**src/rtl/uart_rx.sv**
```systemverilog
// 8N1 serial receiver: 2-flop sync, mid-bit 3-sample majority vote; byte offered 9*DIV+H+2 clocks after start-edge detect.
// Single-entry valid/ready holding register: a byte arriving while it is full and not being consumed is dropped and flags overrun.
module uart_rx #(
    parameter int DIV = 434
) (
    input  logic       clk,
    input  logic       rst_n,
    input  logic       ena,
    input  logic       rx,
    output logic [7:0] data,
    output logic       valid,
    input  logic       ready,
    output logic       frame_err,
    output logic       brk,
    output logic       overrun,
    output logic       busy
);
    localparam int CW = (DIV > 1) ? $clog2(DIV) : 1;
    localparam int H  = DIV / 2;
    localparam logic [CW-1:0] CNT_LAST = CW'(DIV - 1);
    localparam logic [CW-1:0] CNT_S0   = CW'(H - 1);
    localparam logic [CW-1:0] CNT_S1   = CW'(H);
    localparam logic [CW-1:0] CNT_S2   = CW'(H + 1);

    typedef enum logic [2:0] {IDLE, START, DATA, STOP, BREAK} state_e;

    state_e          state_q, state_d;
    logic            rx_meta_q, rx_s_q, rx_d_q;
    logic [CW-1:0]   cnt_q, cnt_d;
    logic [2:0]      bitidx_q, bitidx_d;
    logic [7:0]      shift_q, shift_d;
    logic [2:0]      smp_q, smp_d;
    logic [7:0]      data_q, data_d;
    logic            valid_q, valid_d;
    logic            overrun_q, overrun_d;
    logic            frame_err_q, frame_err_d;
    logic            brk_q, brk_d;

    logic start_edge, at_last, at_stop, vote_full, vote_stop, consume;
    logic cnt_run, shift_en, byte_ok, byte_bad, load, drop;

    function automatic logic maj3(input logic a, input logic b, input logic c);
        return (a & b) | (a & c) | (b & c);
    endfunction

    assign start_edge = rx_d_q & ~rx_s_q;
    assign at_last    = (cnt_q == CNT_LAST);
    assign at_stop    = (cnt_q == CNT_S2);
    assign vote_full  = maj3(smp_q[0], smp_q[1], smp_q[2]);
    // STOP is judged at H+1, so the third sample is the live synchronised line.
    assign vote_stop  = maj3(smp_q[0], smp_q[1], rx_s_q);
    assign consume    = valid_q & ready;

    always_ff @(posedge clk or negedge rst_n) begin
        if (!rst_n) begin
            state_q <= IDLE;
        end else begin
            state_q <= state_d;
        end
    end

    always_comb begin
        state_d = state_q;
        if (!ena) begin
            state_d = IDLE;
        end else begin
            case (state_q)
                IDLE:    if (start_edge) state_d = START;
                START:   if (at_last) state_d = vote_full ? IDLE : DATA;
                DATA:    if (at_last && bitidx_q == 3'd7) state_d = STOP;
                STOP:    if (at_stop) state_d = (!vote_stop && shift_q == 8'h00) ? BREAK : IDLE;
                BREAK:   if (rx_s_q) state_d = IDLE;
                default: state_d = IDLE;
            endcase
        end
    end

    always_comb begin
        busy     = (state_q != IDLE);
        cnt_run  = 1'b0;
        shift_en = 1'b0;
        byte_ok  = 1'b0;
        byte_bad = 1'b0;
        if (ena) begin
            case (state_q)
                START:   cnt_run = 1'b1;
                DATA: begin
                    cnt_run  = 1'b1;
                    shift_en = at_last;
                end
                STOP: begin
                    cnt_run  = 1'b1;
                    byte_ok  = at_stop & vote_stop;
                    byte_bad = at_stop & ~vote_stop;
                end
                default: cnt_run = 1'b0;
            endcase
        end
        load = byte_ok & (~valid_q | ready);
        drop = byte_ok & valid_q & ~ready;
    end

    always_comb begin
        cnt_d = (cnt_run && !at_last && state_d == state_q) ? cnt_q + CW'(1) : '0;

        bitidx_d = '0;
        if (ena && state_q == DATA) bitidx_d = at_last ? bitidx_q + 3'd1 : bitidx_q;

        shift_d = shift_q;
        if (shift_en) shift_d[bitidx_q] = vote_full;

        smp_d = smp_q;
        if (cnt_run) begin
            if (cnt_q == CNT_S0) smp_d[0] = rx_s_q;
            if (cnt_q == CNT_S1) smp_d[1] = rx_s_q;
            if (cnt_q == CNT_S2) smp_d[2] = rx_s_q;
        end

        // A byte loading on the consumption edge wins over the clear.
        data_d  = load ? shift_q : data_q;
        valid_d = load ? 1'b1 : (consume ? 1'b0 : valid_q);

        overrun_d = drop ? 1'b1 : (consume ? 1'b0 : overrun_q);

        frame_err_d = byte_bad;
        brk_d       = (state_d == BREAK);
    end

    always_ff @(posedge clk or negedge rst_n) begin
        if (!rst_n) begin
            rx_meta_q   <= 1'b1;
            rx_s_q      <= 1'b1;
            rx_d_q      <= 1'b1;
            cnt_q       <= '0;
            bitidx_q    <= '0;
            shift_q     <= '0;
            smp_q       <= '0;
            data_q      <= '0;
            valid_q     <= 1'b0;
            overrun_q   <= 1'b0;
            frame_err_q <= 1'b0;
            brk_q       <= 1'b0;
        end else begin
            rx_meta_q   <= rx;
            rx_s_q      <= rx_meta_q;
            rx_d_q      <= rx_s_q;
            cnt_q       <= cnt_d;
            bitidx_q    <= bitidx_d;
            shift_q     <= shift_d;
            smp_q       <= smp_d;
            data_q      <= data_d;
            valid_q     <= valid_d;
            overrun_q   <= overrun_d;
            frame_err_q <= frame_err_d;
            brk_q       <= brk_d;
        end
    end

    assign data      = data_q;
    assign valid     = valid_q;
    assign frame_err = frame_err_q;
    assign brk       = brk_q;
    assign overrun   = overrun_q;

endmodule

```
**config.mk**
```make
export PLATFORM = sky130hd
export DESIGN_NAME = uart_rx
export DESIGN_NICKNAME = d
export VERILOG_FILES = /design/src/rtl/uart_rx.sv
export SDC_FILE = /design/constraint.sdc
export NUM_CORES = 1
export LEC_CHECK = 0
export ABC_AREA = 1
export CORE_UTILIZATION = 51
export CTS_CLUSTER_DIAMETER = 80
export DETAILED_ROUTE_END_ITERATION = 8
export GPL_TIMING_DRIVEN = 0
export PLACE_DENSITY = 0.74
export SKIP_CTS_REPAIR_TIMING = 1
export SYNTH_ARGS = -nofsm -noshare
export SYNTH_HDL_FRONTEND = slang
export SYNTH_SLANG_ARGS = --single-unit
```
**constraint.sdc**
```tcl
create_clock -name clk -period 1.68 [get_ports clk]
set_clock_uncertainty 0.05 [all_clocks]
set_input_delay 0.504 -clock clk [delete_from_list [all_inputs] [get_ports clk]]
set_output_delay 0.504 -clock clk [all_outputs]
set_load 0.02 [all_outputs]
```
# After elaboration in Yosys (flattened, before gate mapping)
# Cells that the tools add are included.
# totals
reg_bits,41
inputBits,5
out_inout_bits,13
word_cells,95
# classes
add_sub_neg,2
n_lt_le_gt_ge,2
n_eq_ne,12
mux,26
bitwise_logic,21
reduce_logical,17
# ops
operator,count
$eq 9x8->1 const B,3
$mux 3,9
$pmux 3 s5,1
$and 1x1->1,12
$mux 1,12
$add 9x1->9 const B,1
$eq 3x3->1 const B,3
$eq 9x9->1 const B,1
$mux 9,1
$bwmux 8,1
$logic_not 8->1,1
$eq 3x2->1 const B,2
$logic_and 1x1->1,6
$reduce_and 2->1,3
$or 1x1->1,5
$lt 3x4->1 const B,1
$not 1->1,4
$reduce_bool 2->1,2
$add 3x1->3 const B,1
$demux 1 s3,1
$eq 3x1->1 const B,1
$eq 3x3->1,1
$ge 3x1->1 const B,1
$logic_not 3->1,1
other kinds (5),6

# Longest topological paths before layout
# depth
word_depth,12
mapped_depth,12
ltp_nobuf,12

# Worst setup path before layout
# Ideal clock, no wire load.
# synth_path
path_kind,register to register
startpoint,register cnt_q[0]
endpoint,"register data_q[7], in the netlist data[7]"
setup_ns,0.117
arrival_ns,1.504
t_required_ns,1.513
path_slack_ns,0.009
stages_incl_launch_ff,11
path_buffers,1
synth_period_minus_slack_ns,1.671
path_cell_list,dfrtp_1 -> inv_1 -> ha_1 -> nand2_1 -> nor2_4 -> nand2_4 -> nor4_4 -> nand2_4 -> buf_6 -> nand2_2 -> o21ai_2
# synth_via
elab_chain_cells,5
# synth_lines
item,line,source
"start, declared",29,"logic [CW-1:0] cnt_q, cnt_d;"
"start signal, assigned",147,cnt_q <= cnt_d;
$eq 9x8->1,48,assign at_stop = (cnt_q == CNT_S2);
$and 1x1->1,93,byte_ok = at_stop & vote_stop;
$mux 1,85,case (state_q)
$mux 1,84,if (ena) begin
$and 1x1->1,99,load = byte_ok & (~valid_q | ready);
"end signal, assigned",151,data_q <= data_d;
"end, declared",33,"logic [7:0] data_q, data_d;"
# No other way between the ends.
# A chain may end at the register's enable or synchronous reset.

# Final worst setup path
# layout_path
startpoint,register cnt_q[0]
endpoint,"register data_q[6], in the netlist data[6]"
# The elaborated chain is that of the path after synthesis.

==> reports/metrics.cfg <==
[floorplanning]
fp.dieH_um=66.3
io-pin-count=18
core_area_mm2=0.00400
start_util_pct=52.8
rows=23
die_w_um=66.3
die_area_mm2=0.00440

[global_routing]
grtUsageMet1_pct=21.6
grt_pass1_wl_um=5870
grt_antenna_before_repair=0
track_usage_pct=18.7
gr-usage-met2_pct=31.1
global_route.usage.met3_pct=4.14
grt_start_max_net_pins=42
grt_pass1_vias=1376
overflow=0
busiest_layer=met2

[logic_synthesis]
yosysMostFrequentCell=nand2_1
yosys.area_share.xor_xnor_pct=2.90
syn_area_per_cell_um2=8.51
synth_flop_cell=dfrtp_1
yosys.area_share.simple_pct=25.4
netlist.area_leader.share_pct=45.1
synth_common_cells=nand2_1, dfrtp_1, inv_1
synth_top_cell_by_area=dfrtp_1
synthTopCellsByArea=dfrtp_1, nand2_1, inv_1
synth_compound_gate_area_share_pct=8.83
synthAdderAreaFrac_pct=3.56
async_flop_share_pct=100
yosysWarnings=0
synth_seq_cells=41
seq_area_frac_synth_pct=48.8
synth_top_family_by_area=simple AND/OR/NAND/NOR gates
synth_cells=248
synth_edf_count=0
synth_cell_type_count=32
syn_area_mm2=0.00211
synth_nets=259
synthMuxAreaShare_pct=0.474

[setup_path]
reg2reg_slack_ns=-0.18
r2r_cells=10
crit_required_ns=1.83
crit_path_end_kind=flop
reg2reg_from=cnt_q[0]
arrival_ns=2.01
start_kind=flop
regToRegEndpoint=data[6]
critPathMaxFanout=4
worstSetupEndpoint=data[6]
critPathKind=reg2reg
setup.worst_path.start=cnt_q[0]

[sta]
fin_ws_ns=-0.181
slew_headroom_pct=39.8
setup_viol=28
holdWs_ns=0.279
min_period_over_period_pct=111
period_minus_slack_ns=1.86
hold_viol=0
max_freq_mhz=537
rsz0062_at_grt=true
tightest_slew_ns=0.903
drv_slew=0

[power_and_ir_drop]
combPwrFrac_pct=6.3
p_sw_uw=434
p_per_area_mw_per_mm2=760
ir_drop_v=0.000492
p_clk_share_pct=44.8
p_seq_share_pct=48.9
power_switching_share_pct=20.8
p_int_uw=1650
cellLeakagePower_uw=0.00141

[detailed_routing]
drt_wl_total_um=4120
first_pass_iters=4
ant_nets=0
wl_per_cell_um=12.4
vias=1637
via_per_inst=4.93
drtIter0Drc=87
drc=0

[cells_and_area]
num_antenna_cells=0
post-route-cell-area_mm2=0.00274
ff_latch_area_mm2=0.00103
multi_input_area_mm2=0.00102
drive_above_1_share_pct=31.2
final_cells=332
syn2layout_area_growth_pct=30.0
fill_cells=324
nNetsFinal=292
final_util_pct=68.6

[clocking]
cts_tree=yes
cts_buffer_depth=2
htreeDepth=2
insertion_delay_ns=0.30
clock_sinks=41
cts.clk_slew.worst_paths_ns=0.08
root_buffer=clkbuf_8
numCtsBuffers=5

[outcome]
status=finished, violations left
violations=setup timing

[placed_design]
io_buffers=17
dpl.cell_count=315
hpwl_um=2550
place_area_mm2=0.00234
gp_congestion=0.839
pre_cts_ws_ns=-0.557

[flow_run]
cap_violations=0

[hold_path]
hp-class=in2async

-- sequential cells by signal (all words and copies together), names as in the netlist --
signal,cells
shift_q,8
cnt_q,9
rx_meta_q,1
bitidx_q,3
frame_err,1
overrun,1
state_q,3
brk,1
valid,1
data,8
rx_d_q,1
rx_s_q,1
smp_q,3
-- cell type report --
cell class                      instances  share of cell area, %
Buffer                                  1                  0.547
Multi-Input combinational cell        157                   37.2
Clock buffer                            5                   2.51
Tap cell                               50                   2.28
Timing Repair Buffer                   25                   10.1
Sequential cell                        41                   37.5
Clock inverter                          3                   2.37
Inverter                               50                   7.43
-- kinds of logic after synthesis --
kind of cell    Yosys count
compound gates           28
xor+xnor                  7
fa+ha+maj                 6
buf+inv                  51
flops                    41
mux                       1
simple gates            114
-- power groups by stage --
stage	Sequential (uW)	Clock [uW]	Combinational (uW)
after floorplan	1050	0	44.7
after global placement	1040	0	124
after detailed placement	1040	0	124
after CTS	1020	958	125
after global routing	1020	998	146
final	1020	935	131
-- routing by layer --
| metal | up-vias | wire, um |
|---|---|---|
| li1 | 825 | - |
| met1 | 775 | 1770 |
| met2 | 32 | 2140 |
| met3 | 5 | 151 |
| met4 | 0 | 68 |
| met5 | - | 0 |
-- critical path, cell delays in order (launching register included) --
cell and delay (ns):
dfrtp_1 0.41, inv_2 0.09, ha_4 0.15, nand2_4 0.06, nor2_4 0.14, nand2_4 0.08, nor4_4 0.37, buf_4 0.19
nand2_4 0.07, nand2_2 0.09, o21ai_2 0.04
-- per-stage QoR --
stage               TNS, ns  total power (uW)
floorplan                 0              1100
global placement     -47.03              1160
detailed placement   -10.71              1160
CTS                   -6.23              2100
global route          -5.04              2170
finish                -3.02              2090
-- placed cells by master, fill, tap and decap left out, types with 3 or more instances in the layout --
cell             n
buf_4            7
clkbuf_8         5
dfrtp_1         38
dfstp_2          3
dlymetal6s2s_1  14
ha_1             4
inv_1           36
inv_2           11
nand2_1         37
nand2_2         20
nand2_4          4
nand3_1          8
nand4_1          3
nor2_1          27
nor2_2           3
nor2_4           7
o21ai_0          3
o21ai_1          3
o21ai_2         15
xor2_1           6
-- worst min-delay path by stage --
stage / start / to / slack (ns)
2_1_floorplan: rst_n / bitidx_q[0] / 0.16
3_3_place_gp: rx_meta_q / rx_s_q / 0.30
3_5_place_dp: rx_meta_q / rx_s_q / 0.30
4_1_cts: rst_n / data[6] / 0.30
5_1_grt: rx_meta_q / rx_s_q / 0.31
6_report: rst_n / data[4] / 0.28
(Power assumes the default switching activity.)
